--- config.mk ---
export PLATFORM = sky130hd
export DESIGN_NAME = sync_fifo_param_flat
export DESIGN_NICKNAME = d
export VERILOG_FILES = /design/src/rtl/sync_fifo_pkg.sv /design/src/rtl/sync_fifo_param_if.sv /design/src/rtl/fifo_mem_2p.sv /design/src/rtl/sync_fifo_param.sv /design/src/flat_wrapper.sv
export SDC_FILE = /design/constraint.sdc
export NUM_CORES = 1
export LEC_CHECK = 0
export CORE_UTILIZATION = 67
export DETAILED_ROUTE_END_ITERATION = 16
export DONT_BUFFER_PORTS = 1
export GPL_TIMING_DRIVEN = 1
export PLACE_DENSITY = 0.89
export SLEW_MARGIN = 20
export SYNTH_ARGS = -nofsm -noshare
export SYNTH_HDL_FRONTEND = slang
export SYNTH_SLANG_ARGS = --single-unit
--- constraint.sdc ---
create_clock -name clk -period 7.3 [get_ports clk]
set_input_delay 1.46 -clock clk [delete_from_list [all_inputs] [get_ports clk]]
set_output_delay 1.46 -clock clk [all_outputs]
set_load 0.01 [all_outputs]
--- src/rtl/sync_fifo_pkg.sv ---
// Shared types and helpers for the parametrised synchronous FIFO.
// Imported by the interface, the storage array and the FIFO top.
package sync_fifo_pkg;

  // Address width that never collapses to zero for tiny depths.
  function automatic int clog2_safe(input int n);
    return (n <= 2) ? 1 : $clog2(n);
  endfunction

  typedef struct packed {
    logic full;
    logic empty;
    logic almost_full;
    logic almost_empty;
    logic overflow;
    logic underflow;
  } fifo_status_t;

  // An idle FIFO is empty and therefore also almost empty.
  localparam fifo_status_t FIFO_STATUS_RST = '{
    full:         1'b0,
    empty:        1'b1,
    almost_full:  1'b0,
    almost_empty: 1'b1,
    overflow:     1'b0,
    underflow:    1'b0
  };

endpackage

--- src/rtl/sync_fifo_param_if.sv ---
// Producer/consumer side of the FIFO: requests, data and status.
// The FIFO owns the slave modport; the user logic drives the master modport.
interface sync_fifo_param_if
  import sync_fifo_pkg::*;
#(
  parameter int DATA_W = 8,
  parameter int DEPTH  = 16
);
  localparam int CW = clog2_safe(DEPTH) + 1;

  logic              clr;
  logic              wr_en;
  logic [DATA_W-1:0] wdata;
  logic              rd_en;
  logic [DATA_W-1:0] rdata;
  logic              full;
  logic              empty;
  logic              almost_full;
  logic              almost_empty;
  logic [CW-1:0]     count;
  logic              overflow;
  logic              underflow;

  modport master (
    output clr, wr_en, wdata, rd_en,
    input  rdata, full, empty, almost_full, almost_empty, count, overflow, underflow
  );

  modport slave (
    input  clr, wr_en, wdata, rd_en,
    output rdata, full, empty, almost_full, almost_empty, count, overflow, underflow
  );

endinterface

--- src/rtl/fifo_mem_2p.sv ---
// Simple dual-port storage: one synchronous write port, one asynchronous read port.
// Contents are not reset; the FIFO pointers decide which words are meaningful.
module fifo_mem_2p
  import sync_fifo_pkg::*;
#(
  parameter int DATA_W = 8,
  parameter int DEPTH  = 16,
  parameter int AW     = clog2_safe(DEPTH)
) (
  input  logic              clk,
  input  logic              wr_en,
  input  logic [AW-1:0]     wr_addr,
  input  logic [DATA_W-1:0] wr_data,
  input  logic [AW-1:0]     rd_addr,
  output logic [DATA_W-1:0] rd_data
);

  logic [DATA_W-1:0] mem [DEPTH];

  always_ff @(posedge clk) begin
    if (wr_en) begin
      mem[wr_addr] <= wr_data;
    end
  end

  assign rd_data = mem[rd_addr];

endmodule

--- src/rtl/sync_fifo_param.sv ---
// Parametrised synchronous FIFO with thresholds, occupancy count, error pulses,
// synchronous flush and optional first-word-fall-through read.
module sync_fifo_param
  import sync_fifo_pkg::*;
#(
  parameter int DATA_W    = 8,
  parameter int DEPTH     = 16,
  parameter int AF_THRESH = DEPTH - 2,
  parameter int AE_THRESH = 2,
  parameter int FWFT      = 0
) (
  input  logic             clk,
  input  logic             rst,
  sync_fifo_param_if.slave bus
);

  localparam int AW = clog2_safe(DEPTH);
  localparam int PW = AW + 1;

  localparam logic [PW-1:0] AF_C = PW'(AF_THRESH);
  localparam logic [PW-1:0] AE_C = PW'(AE_THRESH);

  if ((DEPTH < 4) || ((DEPTH & (DEPTH - 1)) != 0)) begin : g_chk_depth
    $error("sync_fifo_param: DEPTH must be a power of two and at least 4");
  end

  if (!((AE_THRESH < AF_THRESH) && (AF_THRESH <= DEPTH))) begin : g_chk_thresh
    $error("sync_fifo_param: thresholds must satisfy AE_THRESH < AF_THRESH <= DEPTH");
  end

  logic [PW-1:0]     wr_ptr;
  logic [PW-1:0]     rd_ptr;
  logic [PW-1:0]     wr_ptr_n;
  logic [PW-1:0]     rd_ptr_n;
  logic [PW-1:0]     count_q;
  logic [PW-1:0]     count_n;
  fifo_status_t      status_q;
  fifo_status_t      status_n;
  logic              wr_accept;
  logic              rd_accept;
  logic              mem_we;
  logic [DATA_W-1:0] mem_rdata;

  // A full FIFO still takes a write when the same edge frees a slot.
  always_comb begin
    rd_accept = bus.rd_en && !status_q.empty;
    wr_accept = bus.wr_en && (!status_q.full || rd_accept);

    wr_ptr_n = wr_ptr + PW'(wr_accept);
    rd_ptr_n = rd_ptr + PW'(rd_accept);
    count_n  = count_q + PW'(wr_accept) - PW'(rd_accept);

    status_n              = FIFO_STATUS_RST;
    status_n.full         = (wr_ptr_n[AW-1:0] == rd_ptr_n[AW-1:0]) &&
                            (wr_ptr_n[AW] != rd_ptr_n[AW]);
    status_n.empty        = (wr_ptr_n == rd_ptr_n);
    status_n.almost_full  = (count_n >= AF_C);
    status_n.almost_empty = (count_n <= AE_C);
    status_n.overflow     = bus.wr_en && !wr_accept;
    status_n.underflow    = bus.rd_en && !rd_accept;
  end

  always_ff @(posedge clk or posedge rst) begin
    if (rst) begin
      wr_ptr   <= '0;
      rd_ptr   <= '0;
      count_q  <= '0;
      status_q <= FIFO_STATUS_RST;
    end else if (bus.clr) begin
      wr_ptr   <= '0;
      rd_ptr   <= '0;
      count_q  <= '0;
      status_q <= FIFO_STATUS_RST;
    end else begin
      wr_ptr   <= wr_ptr_n;
      rd_ptr   <= rd_ptr_n;
      count_q  <= count_n;
      status_q <= status_n;
    end
  end

  assign mem_we = wr_accept && !bus.clr;

  fifo_mem_2p #(
    .DATA_W (DATA_W),
    .DEPTH  (DEPTH),
    .AW     (AW)
  ) u_mem (
    .clk     (clk),
    .wr_en   (mem_we),
    .wr_addr (wr_ptr[AW-1:0]),
    .wr_data (bus.wdata),
    .rd_addr (rd_ptr[AW-1:0]),
    .rd_data (mem_rdata)
  );

  if (FWFT != 0) begin : g_fwft
    // Head word is always presented; it is only meaningful while not empty.
    assign bus.rdata = mem_rdata;
  end else begin : g_std
    logic [DATA_W-1:0] rdata_q;

    always_ff @(posedge clk or posedge rst) begin
      if (rst) begin
        rdata_q <= '0;
      end else if (!bus.clr && rd_accept) begin
        rdata_q <= mem_rdata;
      end
    end

    assign bus.rdata = rdata_q;
  end

  assign bus.full         = status_q.full;
  assign bus.empty        = status_q.empty;
  assign bus.almost_full  = status_q.almost_full;
  assign bus.almost_empty = status_q.almost_empty;
  assign bus.overflow     = status_q.overflow;
  assign bus.underflow    = status_q.underflow;
  assign bus.count        = count_q;

endmodule

--- src/flat_wrapper.sv ---
// flat-port wrapper written by rule: the top's interface ports become plain ports
module sync_fifo_param_flat import sync_fifo_pkg::*;
#(
  parameter int DATA_W    = 8,
  parameter int DEPTH     = 16,
  parameter int AF_THRESH = DEPTH - 2,
  parameter int AE_THRESH = 2,
  parameter int FWFT      = 0
)
  (clk, rst, bus_clr, bus_wr_en, bus_wdata, bus_rd_en, bus_rdata, bus_full, bus_empty, bus_almost_full, bus_almost_empty, bus_count, bus_overflow, bus_underflow);
  sync_fifo_param_if #(.DATA_W(DATA_W), .DEPTH(DEPTH)) bus_i ();
  input  logic clk;
  input  logic rst;
  input wire logic [$bits(bus_i.clr)-1:0] bus_clr;
  input wire logic [$bits(bus_i.wr_en)-1:0] bus_wr_en;
  input wire logic [$bits(bus_i.wdata)-1:0] bus_wdata;
  input wire logic [$bits(bus_i.rd_en)-1:0] bus_rd_en;
  output wire logic [$bits(bus_i.rdata)-1:0] bus_rdata;
  output wire logic [$bits(bus_i.full)-1:0] bus_full;
  output wire logic [$bits(bus_i.empty)-1:0] bus_empty;
  output wire logic [$bits(bus_i.almost_full)-1:0] bus_almost_full;
  output wire logic [$bits(bus_i.almost_empty)-1:0] bus_almost_empty;
  output wire logic [$bits(bus_i.count)-1:0] bus_count;
  output wire logic [$bits(bus_i.overflow)-1:0] bus_overflow;
  output wire logic [$bits(bus_i.underflow)-1:0] bus_underflow;
  assign bus_i.clr = bus_clr;
  assign bus_i.wr_en = bus_wr_en;
  assign bus_i.wdata = bus_wdata;
  assign bus_i.rd_en = bus_rd_en;
  assign bus_rdata = bus_i.rdata;
  assign bus_full = bus_i.full;
  assign bus_empty = bus_i.empty;
  assign bus_almost_full = bus_i.almost_full;
  assign bus_almost_empty = bus_i.almost_empty;
  assign bus_count = bus_i.count;
  assign bus_overflow = bus_i.overflow;
  assign bus_underflow = bus_i.underflow;
  sync_fifo_param #(.DATA_W(DATA_W), .DEPTH(DEPTH), .AF_THRESH(AF_THRESH), .AE_THRESH(AE_THRESH), .FWFT(FWFT)) u_core (.clk(clk), .rst(rst), .bus(bus_i));
endmodule
# ---- Yosys cells after proc, flatten, opt, wreduce, memory -nomap -nowiden
# Memory sizes are Yosys's and may differ from the RTL's. A register that Yosys moved wholly into a read port is not among the register bits.
# Index checks and enable logic that the tools add are counted.
dict set report word_totals {
  ff_bits 21
  latchBits 0
  ram_bits 128
  romBits 0
  inputBits 13
  out_inout_bits 19
  elab_cells 38
  memories 1
}
dict set report op_classes {
  add_sub_neg 4
  mul 0
  div_mod_pow 0
  n_lt_le_gt_ge 2
  n_eq_ne 3
  shifts 0
  mux 6
  n_bitwise 0
  n_reduce_logical 13
}
# name words word_bits read_ports rd_clocked_by_memory_dff write_ports line
set mem_list {}
lappend mem_list {u_core.u_mem.mem 16 8 1 1 1 fifo_mem_2p.sv:18} ;# logic [DATA_W-1:0] mem [DEPTH];
# op count
set op_table {}
lappend op_table {{5-bit by 1-bit adder with 5-bit output} 3}
lappend op_table {{5-bit two-way mux} 3}
lappend op_table {{1-bit logical AND} 7}
lappend op_table {{6-bit two-way mux} 1}
lappend op_table {{5-bit equality test} 1}
lappend op_table {{5-bit by 4-bit greater-or-equal comparator with 1-bit output, second input constant} 1}
lappend op_table {{5-bit by 2-bit less-or-equal comparator with 1-bit output, second input constant} 1}
lappend op_table {{1-bit logical NOT} 5}
lappend op_table {{5-bit by 1-bit subtractor with 5-bit output} 1}
lappend op_table {{4-bit equality test} 1}
lappend op_table {{1-bit two-way mux} 2}
lappend op_table {{1-bit logical OR} 1}
lappend op_table {{1-bit inequality test} 1}

# ---- Depth between registers and ports, before layout
dict set report depth {
  ltp_word 8
  ltp_mapped 11
  ltp_nobuf 11
}

# ---- Cells and area by module
# Synthesis repeated with hierarchy kept, for this count alone.
dict set report unflattened {
  hier_cells 335
  area_unflattened_um2 6384.9
}
# mod n_inst cells_each area_each_um2 seq_area_each_um2
set modules_own_cells {}
lappend modules_own_cells {fifo_mem_2p 1 221 4987.3 3843.7}
lappend modules_own_cells {sync_fifo_param 1 114 1397.6 728.2}

# ---- Least setup slack after synthesis
# Ideal clock, no wire load.
dict set report synth_path {
  path_kind {input to register}
  startpoint {input port bus_rd_en}
  endpoint {register u_core.status_q (netlist bit u_core.bus.almost_full)}
  setup_ps 132
  t_arrival_ps 3138
  required_time_ps 7168
  path_slack_ps 4030
  cell_stages 11
  n_path_buf 0
  cell_sequence {nand2b_1 inv_1 ha_1 inv_1 ha_1 fa_1 a21o_1 a21oi_1 xnor2_1 a31oi_1 nor2_1}
}
dict set report synth_via {
  elab_chain_len 7
}
# item line
set synth_rtl {}
lappend synth_rtl {{start: declaration} flat_wrapper.sv:17} ;# input wire logic [$bits(bus_i.rd_en)-1:0] bus_rd_en;
lappend synth_rtl {{1-bit logical AND *} sync_fifo_param.sv:46} ;# rd_accept = bus.rd_en && !status_q.empty;
lappend synth_rtl {{1-bit logical OR} sync_fifo_param.sv:47} ;# wr_accept = bus.wr_en && (!status_q.full || rd_accept);
lappend synth_rtl {{1-bit logical AND} sync_fifo_param.sv:47}
lappend synth_rtl {{5-bit by 1-bit adder with 5-bit output} sync_fifo_param.sv:51} ;# count_n = count_q + PW'(wr_accept) - PW'(rd_accept);
lappend synth_rtl {{5-bit by 1-bit subtractor with 5-bit output *} sync_fifo_param.sv:51}
lappend synth_rtl {{5-bit by 4-bit greater-or-equal comparator with 1-bit output *} sync_fifo_param.sv:57} ;# status_n.almost_full = (count_n >= AF_C);
lappend synth_rtl {{6-bit two-way mux *} sync_fifo_param.sv:69} ;# end else if (bus.clr) begin
lappend synth_rtl {{end signal: assignment} sync_fifo_param.sv:78} ;# status_q <= status_n;
lappend synth_rtl {{end: declaration} sync_fifo_param.sv:37} ;# fifo_status_t status_q;
# Mark *: on every way between the ends. The rest lies on a longest branch, timed or not.

# ---- Worst setup path after layout
# Same ends and word-level chain as after synthesis.

==> impl_metrics.py <==
metrics = {
    "outcome": {
        "status": "complete, no violations",
    },
    "min_path": {
        "hold_depth": 2,
        "worstHoldStart": "u_core.wr_ptr[4]$_DFF_PP0_",
        "hold_end": "u_core.wr_ptr[4]$_DFF_PP0_",
        "min_path_type": "reg2reg",
    },
    "sta": {
        "setup_viol": 0,
        "whs_ns": 0.549,
        "skew_ns": 0.00886,
        "tns_ns": 0,
        "fmax_mhz": 330,
        "rsz0062_at_grt": "no",
        "fin_crit_sh_pct": 41.5,
        "slew_violations": 0,
        "hold_viol": 0,
        "relSlewSlack_pct": 24.2,
        "worstMarginPinSlew_ns": 1.13,
        "fin_crit_ns": 3.03,
    },
    "worst_setup_path": {
        "cpLargestDelayFamily": "adder cells",
        "path_class": "in2reg",
        "required_ns": 7.71,
        "r2r-end": "u_core.bus.almost_full$_DFF_PP0_",
        "crit_start": "bus_rd_en",
        "r2r_cells": 11,
        "path_cells": "nand2b_1 -> inv_1 -> ha_1 -> inv_1 -> ha_1 -> fa_1 -> a21o_1 -> a21oi_1 -> xnor2_1 -> a31oi_1 -> nor2_1",
        "cp-start-kind": "input port",
        "slowest_stage": "fa_1",
        "worst-path-buf-inv": 2,
        "reg2reg_slack_ns": 4.59,
        "cp-end-kind": "flip-flop",
        "arrival_ns": 3.44,
        "slowest_delay_ns": 0.43,
        "r2r-start": "u_core.bus.empty$_DFF_PP1_",
        "crit_fanout": 4,
    },
    "logic_synthesis": {
        "ys_dominant_reg_cell": "edfxtp_1",
        "yosys_warnings": 0,
        "synth_top_area_cell": "edfxtp_1",
        "synth.distinct_cells": 33,
        "syn-num-nets": 382,
        "synthTopCellsByArea": "edfxtp_1, dfrtp_1, mux4_2",
        "synth-seq-cells": 157,
        "synth_edf_count": 128,
        "yosys.area.top_type_share_pct": 61.1,
        "syn_inst": 359,
        "ys_seq_area_share_pct": 72.6,
        "synthArstFlopShare_pct": 18.5,
        "postSynthAreaPerCell_um2": 17.5,
        "netlist_area_mm2": 0.00629,
    },
    "floorplan": {
        "die_y_um": 98.9,
        "io_pins": 32,
        "dieArea_mm2": 0.00979,
        "dieWidth_um": 98.9,
        "start_util_pct": 68.8,
        "row_count": 35,
        "core_area_mm2": 0.00915,
    },
    "global_route": {
        "grt_usage_pct": 28.1,
        "grt_start_max_net_pins": 40,
        "grt_pass1_vias": 3390,
        "grt_pass1_wl_mm": 19.1,
        "overflow": 0,
        "grt_antenna_before_repair": 0,
    },
    "power": {
        "clkPwrFrac_pct": 36.8,
        "power.density_mw_per_mm2": 307,
        "p_sw_w": 0.000556,
        "internal_power_w": 0.00157,
        "p_seq_share_pct": 50.6,
        "comb_power_share_pct": 12.6,
        "switching_share_pct": 26.1,
        "power_leakage_nw": 2.35,
        "ir_drop_uv": 231,
        "total_power_w": 0.00213,
    },
    "route": {
        "drtIter0Drc": 260,
        "vias": 3238,
        "avgViaCountPerCell": 6.54,
        "wirelength_mm": 12.5,
        "drt-wirelength-per-cell_um": 25.2,
        "dr.pass1.iters": 5,
        "ant_nets": 0,
        "route.detailed.drc": 0,
    },
    "cts": {
        "cts_buffer_depth": 2,
        "clock_latency_ns": 0.52,
        "cts.repair.resized": 0,
        "ctsHtreeMaxLevel": 4,
        "cts-buffers-inserted": 17,
        "clockRootBuffer": "clkbuf_8",
        "cts_setup_buffers": 0,
        "clk_pin_slew_worst_paths_ns": 0.06,
        "cts_hold_buffers": 0,
        "cts.sinks": 157,
        "cts_tree": "yes",
    },
    "cells_and_area": {
        "layout_common_cells": "edfxtp_1, nor2_1, dfrtp_1, mux4_2, clkbuf_16",
        "antenna-diode-count": 0,
        "final_area_mm2": 0.00693,
        "drive_gt1_share_pct": 18.8,
        "mostFrequentLayoutCell": "edfxtp_1",
        "area_delta_synth_final_pct": 10.2,
        "final_cells": 495,
        "nFillCells": 462,
        "nNetsFinal": 394,
    },
    "placed_design": {
        "placed_area_mm2": 0.00640,
        "hpwl_mm": 7.56,
        "gp_congestion": 0.844,
        "io_buffers": 0,
        "placed_cells": 463,
    },
    "job": {
        "max_cap_viol_count": 0,
    },
}
per-layer routing:
metal / track usage, % / share of wire (%)
met4: 13.5 / 2.6
met1: 36.0 / 39
met2: 46.7 / 51
met3: 5.67 / 7.0
met5: 0 / 0
sequential cells by signal, indices dropped and copies added (netlist names):
register,count
u_core.bus.empty,1
u_core.bus.overflow,1
u_core.bus.rdata,8
u_core.wr_ptr,5
u_core.bus.full,1
u_core.bus.almost_full,1
u_core.bus.count,5
u_core.bus.almost_empty,1
u_core.u_mem.mem,128
u_core.rd_ptr,5
u_core.bus.underflow,1
cell type report:
cell class | instances | area, um^2 | share of cell area (%)
clock buffer | 18 | 418 | 6.03
multi-input combinational | 179 | 1610 | 23.2
clock inverter | 14 | 111 | 1.61
inverter | 10 | 37.5 | 0.541
sequential | 157 | 4570 | 66.0
tap | 111 | 139 | 2.00
timing repair buffer | 6 | 45.0 | 0.650
cells by family (layout without fill, tap and decap cells):
kind of cell / after synthesis / count (layout) / share of synthesized area (%)
mux: 48 / 48 / 12.9
simple gates: 74 / 74 / 5.53
xor+xnor: 15 / 15 / 2.09
flops: 157 / 157 / 72.6
compound gates: 32 / 32 / 2.88
buf+inv: 23 / 48 / 1.87
fa+ha+maj: 10 / 10 / 2.11
worst min-delay path: cells and delay by family (launching register included):
kind / cells / cell delay [ns]
AND/OR/NAND/NOR: 1 / 0.08
XOR/XNOR: 1 / 0.09
flip-flops: 1 / 0.34
stage by stage:
stage | worst slack (ns) | util [%]
after CTS | 4.32 | 75.7
after global placement | 3.87 | 69.9
final | 4.27 | 75.7
after floorplan | 4.03 | -
after detailed placement | 3.85 | 69.9
after global routing | 4.18 | 75.7
power by group through the flow:
stage	Combinational [W]	Sequential [W]	Clock [W]
final	0.000268	0.00108	0.000784
after global routing	0.000296	0.00108	0.000830
after CTS	0.000267	0.00108	0.000788
after detailed placement	0.000259	0.00109	0
after global placement	0.000247	0.00109	0
after floorplan	0.000219	0.00108	0
synthesized netlist by cell type, types with 8 or more instances:
| master | n |
|---|---|
| ha_1 | 9 |
| edfxtp_1 | 128 |
| nor2_1 | 31 |
| mux2i_1 | 9 |
| xnor2_1 | 10 |
| dfrtp_1 | 27 |
| mux4_2 | 25 |
| inv_1 | 8 |
| nor3_1 | 12 |
| mux2_1 | 10 |
| o21ai_1 | 9 |
| a21oi_1 | 11 |
how the worst max path moves through the flow:
stage	cells past startpoint	end	slack (ns)
floorplan	11	u_core.bus.almost_full$_DFF_PP0_	4.03
global placement	4	u_core.u_mem.mem[0][1]$_DFFE_PP_	3.87
detailed placement	4	u_core.u_mem.mem[0][7]$_DFFE_PP_	3.85
CTS	11	u_core.bus.almost_full$_DFF_PP0_	4.32
global route	11	u_core.bus.almost_full$_DFF_PP0_	4.18
finish	11	u_core.bus.almost_full$_DFF_PP0_	4.27
No activity file was read; power rests on OpenSTA's default activity.
